[config.mk]
export PLATFORM = sky130hd
export DESIGN_NAME = sync_filter_edge
export DESIGN_NICKNAME = d
export VERILOG_FILES = /design/src/rtl/sync_filter_edge.sv
export SDC_FILE = /design/constraint.sdc
export NUM_CORES = 1
export LEC_CHECK = 0
export CAP_MARGIN = 20
export CORE_UTILIZATION = 45
export CTS_BUF_LIST = sky130_fd_sc_hd__clkbuf_4
export DETAILED_ROUTE_END_ITERATION = 7
export PLACE_DENSITY = 0.82
export SKIP_CTS_REPAIR_TIMING = 1
export SLEW_MARGIN = 5
export SYNTH_ARGS = -nofsm -noshare
export SYNTH_HDL_FRONTEND = slang
export SYNTH_SLANG_ARGS = --single-unit
export TNS_END_PERCENT = 30
[constraint.sdc]
create_clock -name clock -period 1.2 [get_ports clock]
set_clock_uncertainty 0.1 [all_clocks]
set_input_delay 0.12 -clock clock [delete_from_list [all_inputs] [get_ports clock]]
set_output_delay 0.12 -clock clock [all_outputs]
set_load 0.02 [all_outputs]
[src/rtl/sync_filter_edge.sv]
`default_nettype none
// ============================================================================
//  Module   : sync_filter_edge
//  Purpose  : Multi-bit asynchronous input synchroniser with per-bit
//             stability (glitch) filter and registered rise/fall strobes.
//             Every bit is handled independently; a new synchronised level
//             must persist FILTER_CYCLES cycles before it reaches `out`.
//  Revision : 1.0 - initial release
// ============================================================================
module sync_filter_edge #(
    parameter int               WIDTH         = 2,
    parameter int               SYNC_STAGES   = 3,
    parameter int               FILTER_CYCLES = 4,
    parameter logic [WIDTH-1:0] RESET_VAL     = '0
) (
    input  logic             clock,
    input  logic             reset,
    input  logic [WIDTH-1:0] in_async,
    input  logic             enable,
    output logic [WIDTH-1:0] out,
    output logic [WIDTH-1:0] rise,
    output logic [WIDTH-1:0] fall,
    output logic             changed
);

    // Counter only has to reach FILTER_CYCLES-1; a 1-bit counter is kept
    // even when no filtering is requested so the datapath stays uniform.
    localparam int                 c_CNT_W   = (FILTER_CYCLES > 1) ? $clog2(FILTER_CYCLES) : 1;
    localparam logic [c_CNT_W-1:0] c_CNT_MAX = c_CNT_W'(FILTER_CYCLES - 1);

    logic [WIDTH-1:0]   r_stage [SYNC_STAGES];
    logic [c_CNT_W-1:0] r_cnt   [WIDTH];
    logic [WIDTH-1:0]   r_out;
    logic [WIDTH-1:0]   r_rise;
    logic [WIDTH-1:0]   r_fall;
    logic               r_changed;

    logic [WIDTH-1:0]   w_sync;
    logic [WIDTH-1:0]   w_accept;

    // Plain flop chain per bit; shifts every cycle, independent of enable.
    always_ff @(posedge clock) begin
        if (reset) begin
            for (int k = 0; k < SYNC_STAGES; k++) begin
                r_stage[k] <= RESET_VAL;
            end
        end else begin
            r_stage[0] <= in_async;
            for (int k = 1; k < SYNC_STAGES; k++) begin
                r_stage[k] <= r_stage[k-1];
            end
        end
    end

    // A bit is accepted when it differs from `out` and has already been
    // seen different for FILTER_CYCLES-1 earlier enabled cycles.
    always_comb begin
        w_sync   = r_stage[SYNC_STAGES-1];
        w_accept = '0;
        for (int i = 0; i < WIDTH; i++) begin
            w_accept[i] = enable && (w_sync[i] != r_out[i]) && (r_cnt[i] == c_CNT_MAX);
        end
    end

    // Per-bit stability counters, accepted level and one-cycle strobes.
    always_ff @(posedge clock) begin
        if (reset) begin
            r_out     <= RESET_VAL;
            r_rise    <= '0;
            r_fall    <= '0;
            r_changed <= 1'b0;
            for (int i = 0; i < WIDTH; i++) begin
                r_cnt[i] <= '0;
            end
        end else begin
            // w_accept already includes enable, so strobes drop while frozen.
            r_rise    <= w_accept & w_sync;
            r_fall    <= w_accept & ~w_sync;
            r_changed <= |w_accept;
            if (enable) begin
                for (int i = 0; i < WIDTH; i++) begin
                    if (w_sync[i] == r_out[i]) begin
                        r_cnt[i] <= '0;
                    end else if (r_cnt[i] == c_CNT_MAX) begin
                        r_out[i] <= w_sync[i];
                        r_cnt[i] <= '0;
                    end else begin
                        r_cnt[i] <= r_cnt[i] + c_CNT_W'(1);
                    end
                end
            end
        end
    end

    assign out     = r_out;
    assign rise    = r_rise;
    assign fall    = r_fall;
    assign changed = r_changed;

endmodule
`default_nettype wire
After elaboration in Yosys (flattened, before gate mapping)
Memory sizes are Yosys's and may differ from the RTL's.
Cells that the tools add are included.
{"block": "classes", "shifts": 0, "div_mod_pow": 0, "add_sub_neg": 2, "bitwise": 14, "mux": 40, "eq_ne": 6, "n_mul": 0, "reduce_logical": 7, "magnitude_cmp": 0}
{"op": "$mux 1", "count": 31}
{"op": "$mux 2", "count": 9}
{"op": "$or 1x1->1", "count": 9}
{"op": "$reduce_and 3->1", "count": 2}
{"op": "$add 2x1->2 const B", "count": 2}
{"op": "$and 2x2->2", "count": 2}
{"op": "$eq 2x2->1 const B", "count": 2}
{"op": "$logic_and 1x1->1", "count": 4}
{"op": "$eq 1x1->1", "count": 2}
{"op": "$ne 1x1->1", "count": 2}
{"op": "$not 1->1", "count": 2}
{"op": "$not 2->2", "count": 1}
{"op": "$reduce_or 2->1", "count": 1}
{"block": "word_totals", "romBits": 0, "wordCells": 76, "output_inout_bits": 7, "latchBits": 0, "reg_bits": 7, "ram_bits": 10, "n_memories": 2, "in_bits": 5}
{"name": "r_stage", "words": 3, "word_bits": 2, "read_ports": 3, "rd_clocked_by_memory_dff": 0, "write_ports": 3, "line_no": "31", "source": "logic [WIDTH-1:0] r_stage [SYNC_STAGES];"}
{"name": "r_cnt", "words": 2, "word_bits": 2, "read_ports": 2, "rd_clocked_by_memory_dff": 0, "write_ports": 2, "line_no": "32", "source": "logic [c_CNT_W-1:0] r_cnt [WIDTH];"}

Longest topological paths before layout
Gate-level depths: netlist of run 1.
{"block": "depth", "depth_word": 8, "depth_mapped": 3, "mapped_depth_nobuf": 3}

Least setup slack after synthesis of run 1
Ideal clock, no wire load.
{"block": "synth_path", "path_kind": "reg2reg", "start": "memory r_cnt[1][0] (netlist bit)", "end": "memory r_cnt[1][1] (netlist bit), data pin", "required_time_ps": 831, "setup_time_ps": 269, "path_stages_with_launch": 3, "arrival_time_ps": 790, "synth_period_minus_slack_ps": 1159, "setup_slack_ps": 41, "path_cell_list": "edfxtp_1 > ha_1 > nor4b_2"}
{"element": "start: declaration", "line_no": "32"}

==> out/results.tsv, run 1 <==
stage	metric	value	unit
status	status	complete, but fails checks	
status	failing checks	setup timing	
die	area of the die	1546	um^2
finish	multi-input gate area in the final layout	272.8	um^2
finish	Final Core Density	65.48	%
placement	pre-CTS setup slack	-191.8	ps
clock_tree	CTS Buffer Depth	2	
placement	Cells after DPL	77	
logic_synthesis	async set-reset flop share out of synthesis	0	%
min_path	Hold/Removal Path Class	input pin to register	
logic_synthesis	Post-synth top flop	dfxtp_1	
logic_synthesis	share of the synthesized area in the top cell type	41.52	%
logic_synthesis	Mapped Cells	49	
sta	final hold viol count	0	
clock_tree	Clock Pin Slew Worst Setup and Hold Paths	90	ps
sta	Final Max Slew Viols	0	
critical_path	Worst Path Buf+Inv	0	
sta	endpoints failing setup	1	
grt	initial antenna violation count	0	
sta	slew margin rel.	74.85	%
clock_tree	CTS Buf Count	3	
placement	Post-DP HPWL	697.3	um
route	vias post-DR	390	
critical_path	crit path cell chain	ha_4 -> nor4_1	
logic_synthesis	Yosys top cell by area	dfxtp_1	
die	Initial Util	48.17	%
clock_tree	clk_lat worst skew	280	ps
route	WL final	949	um
logic_synthesis	syn avg cell area	12.79	um^2
clock_tree	TritonCTS clock tree	built	
critical_path	Critical-path top delay cell	edfxtp_1	
finish	Finished Layout Cells	81	
route	1st-iter DRT viols	4	
placement	gpl congestion	0.7556	
route	Detail Route Antenna Nets	0	
sta	fraction of the cycle the final worst path needs	100.8	%
placement	I/O Buffers	11	
finish	Final nets	74	
power_and_ir_drop	VDD IR max	868.6	uV
finish	Layout fillers	110	
logic_synthesis	synthesized cell area	626.9	um^2
grt	GRT overflow	0	
power_and_ir_drop	P_leak	0.3986	nW
critical_path	CP startpoint kind	register	
logic_synthesis	Ys Warns	0	
finish	FF+latch area	380.4	um^2
run	MaxCap Viol Count	0	
critical_path	crit path DAT	1200	ps
route	DRC errors left	0	
logic_synthesis	syn nets	56	
critical_path	crit-path max FO	5	
sta	RSZ-0062 raised after global routing	true	
logic_synthesis	Commonest cells post-synth	dfxtp_1, nor2b_1, edfxtp_1	
route	Vias/cell	4.815	
sta	fmax	826.7	MHz
finish	n_diodes	0	
die	core region area	1301	um^2
grt	Total GRT Usage	13.17	%
power_and_ir_drop	P per Cell Area	1157	nW/um^2
finish	Area growth, synth to finish	35.93	%
critical_path	delay-heaviest family, CP	flip-flops	
logic_synthesis	Yosys reg bits	17	
critical_path	CP Data Required Time	1190	ps
route	DR WL/cell	11.72	um
grt	vias in the first global route	357	
logic_synthesis	Unique masters post-synth	19	
clock_tree	Sink Count	17	
die	die width	39.32	um
logic_synthesis	EDFF count, synth	4	
sta	Final min period	1210	ps
grt	first-pass GRT wire length	1338	um
clock_tree	H-tree depth	1	
critical_path	Slowest Stage Delay on Critical Path	440	ps
clock_tree	Root Buffer Master	clkbuf_4	
critical_path	kind of critical path	register to register	
logic_synthesis	Seq/Total Area, Yosys	60.68	%
die	IO Count	12	
die	DIE HEIGHT	39.32	um
sta	Worst-Margin Slew	374.6	ps
sta	final worst slack	-9.694	ps
die	FP Rows	13	
logic_synthesis	most area-consuming cells after synthesis	dfxtp_1, edfxtp_1, nor2b_1	
finish	layout cells sized above 1	31.82	%
critical_path	kind of end point of the critical path	register	
grt	pin count of the biggest net entering global routing	10	
route	drt pass-1 iters	4	
logic_synthesis	most frequent cell after synthesis	dfxtp_1	
==> per-layer routing <==
metal  GRT usage (%)  part of all wire, %  up-vias
li1                -                    -      207
met1           15.19                   51      176
met2           21.67                   46        5
met3           3.409                  1.9        2
met4           7.759                  1.2        0
met5               0                    0        -
==> cell type report <==
class	count	share of cell area [%]
multi-input cells	30	32.01
repair buffers	15	17.62
clock buffers	4	3.524
well taps	15	2.203
flip-flops and latches	17	44.64
==> cell families after synthesis <==
logic type	synth area share (%)
buf+inv	1.796
flops	60.68
simple gates	24.95
compound gates	5.789
xor+xnor	2.795
fa+ha+maj	3.991
==> final timing paths <==
check	start	end	slack [ps]	cells after the start
hold reg to reg	r_stage[0][1]	r_stage[0][3]	340	1
setup / recovery	r_cnt[1][0]	r_cnt[1][0]	-10	2
setup reg to reg	r_cnt[1][0]	r_cnt[1][0]	-10	2
hold / removal	in_async[0]	r_stage[0][0]	290	2
==> state kept, by name, indices dropped and copies added (netlist names) <==
signal and count:
r_cnt 4, out 2, fall 2, rise 2, r_stage 6, changed 1
==> power breakdown <==
group | leakage (nW) | internal, mW | switching (mW)
clock network | 0.0184 | 0.151 | 0.162
logic | 0.230 | 0.0387 | 0.0261
registers | 0.150 | 0.599 | 0.00876
total | 0.399 | 0.789 | 0.197
==> metrics by stage <==
step / hold slack, ps / power (mW) / area (um^2) / setup TNS [ps]
2_1_floorplan: 148.2 / 0.6495 / 626.9 / 0
3_3_place_gp: 319.2 / 0.6750 / 774.5 / -1636
3_5_place_dp: 327.4 / 0.6778 / 774.5 / -2030
4_1_cts: 282.2 / 0.9916 / 804.5 / -2093
5_1_grt: 292.4 / 1.035 / 852.1 / -162.9
6_report: 285.4 / 0.9860 / 852.1 / -9.694
==> cell usage in the layout, fill, tap and decap left out, types with 2 or more instances in the layout <==
master | Yosys | layout
a21bo_2 | 2 | 2
buf_4 | 1 | 4
clkbuf_4 | 0 | 4
clkdlybuf4s50_1 | 0 | 4
dfxtp_1 | 13 | 13
dlymetal6s2s_1 | 0 | 6
edfxtp_1 | 4 | 4
ha_4 | 0 | 2
nand3_1 | 2 | 2
nand3b_1 | 2 | 2
nor2b_1 | 6 | 6
nor3b_1 | 2 | 2
nor4b_2 | 2 | 2
or2_2 | 2 | 2
xnor2_1 | 2 | 2
Note: power is estimated with default switching activity, not from simulation.
==> run 2, diff against run 1 <==
--- a/config.mk
+++ b/config.mk
@@ -5,7 +5,6 @@
 export SDC_FILE = /design/constraint.sdc
 export NUM_CORES = 1
 export LEC_CHECK = 0
-export CAP_MARGIN = 20
 export CORE_UTILIZATION = 45
 export CTS_BUF_LIST = sky130_fd_sc_hd__clkbuf_4
 export DETAILED_ROUTE_END_ITERATION = 7
==> results of run 2 <==
The final DEF is identical to that of run 1; final timing and power are the same.
==> run 3, diff against run 2 <==
--- a/config.mk
+++ b/config.mk
@@ -5,6 +5,7 @@
 export SDC_FILE = /design/constraint.sdc
 export NUM_CORES = 1
 export LEC_CHECK = 0
+export CAP_MARGIN = 10
 export CORE_UTILIZATION = 45
 export CTS_BUF_LIST = sky130_fd_sc_hd__clkbuf_4
 export DETAILED_ROUTE_END_ITERATION = 7
==> results of run 3 <==
The final DEF is identical to that of run 1; final timing and power are the same.
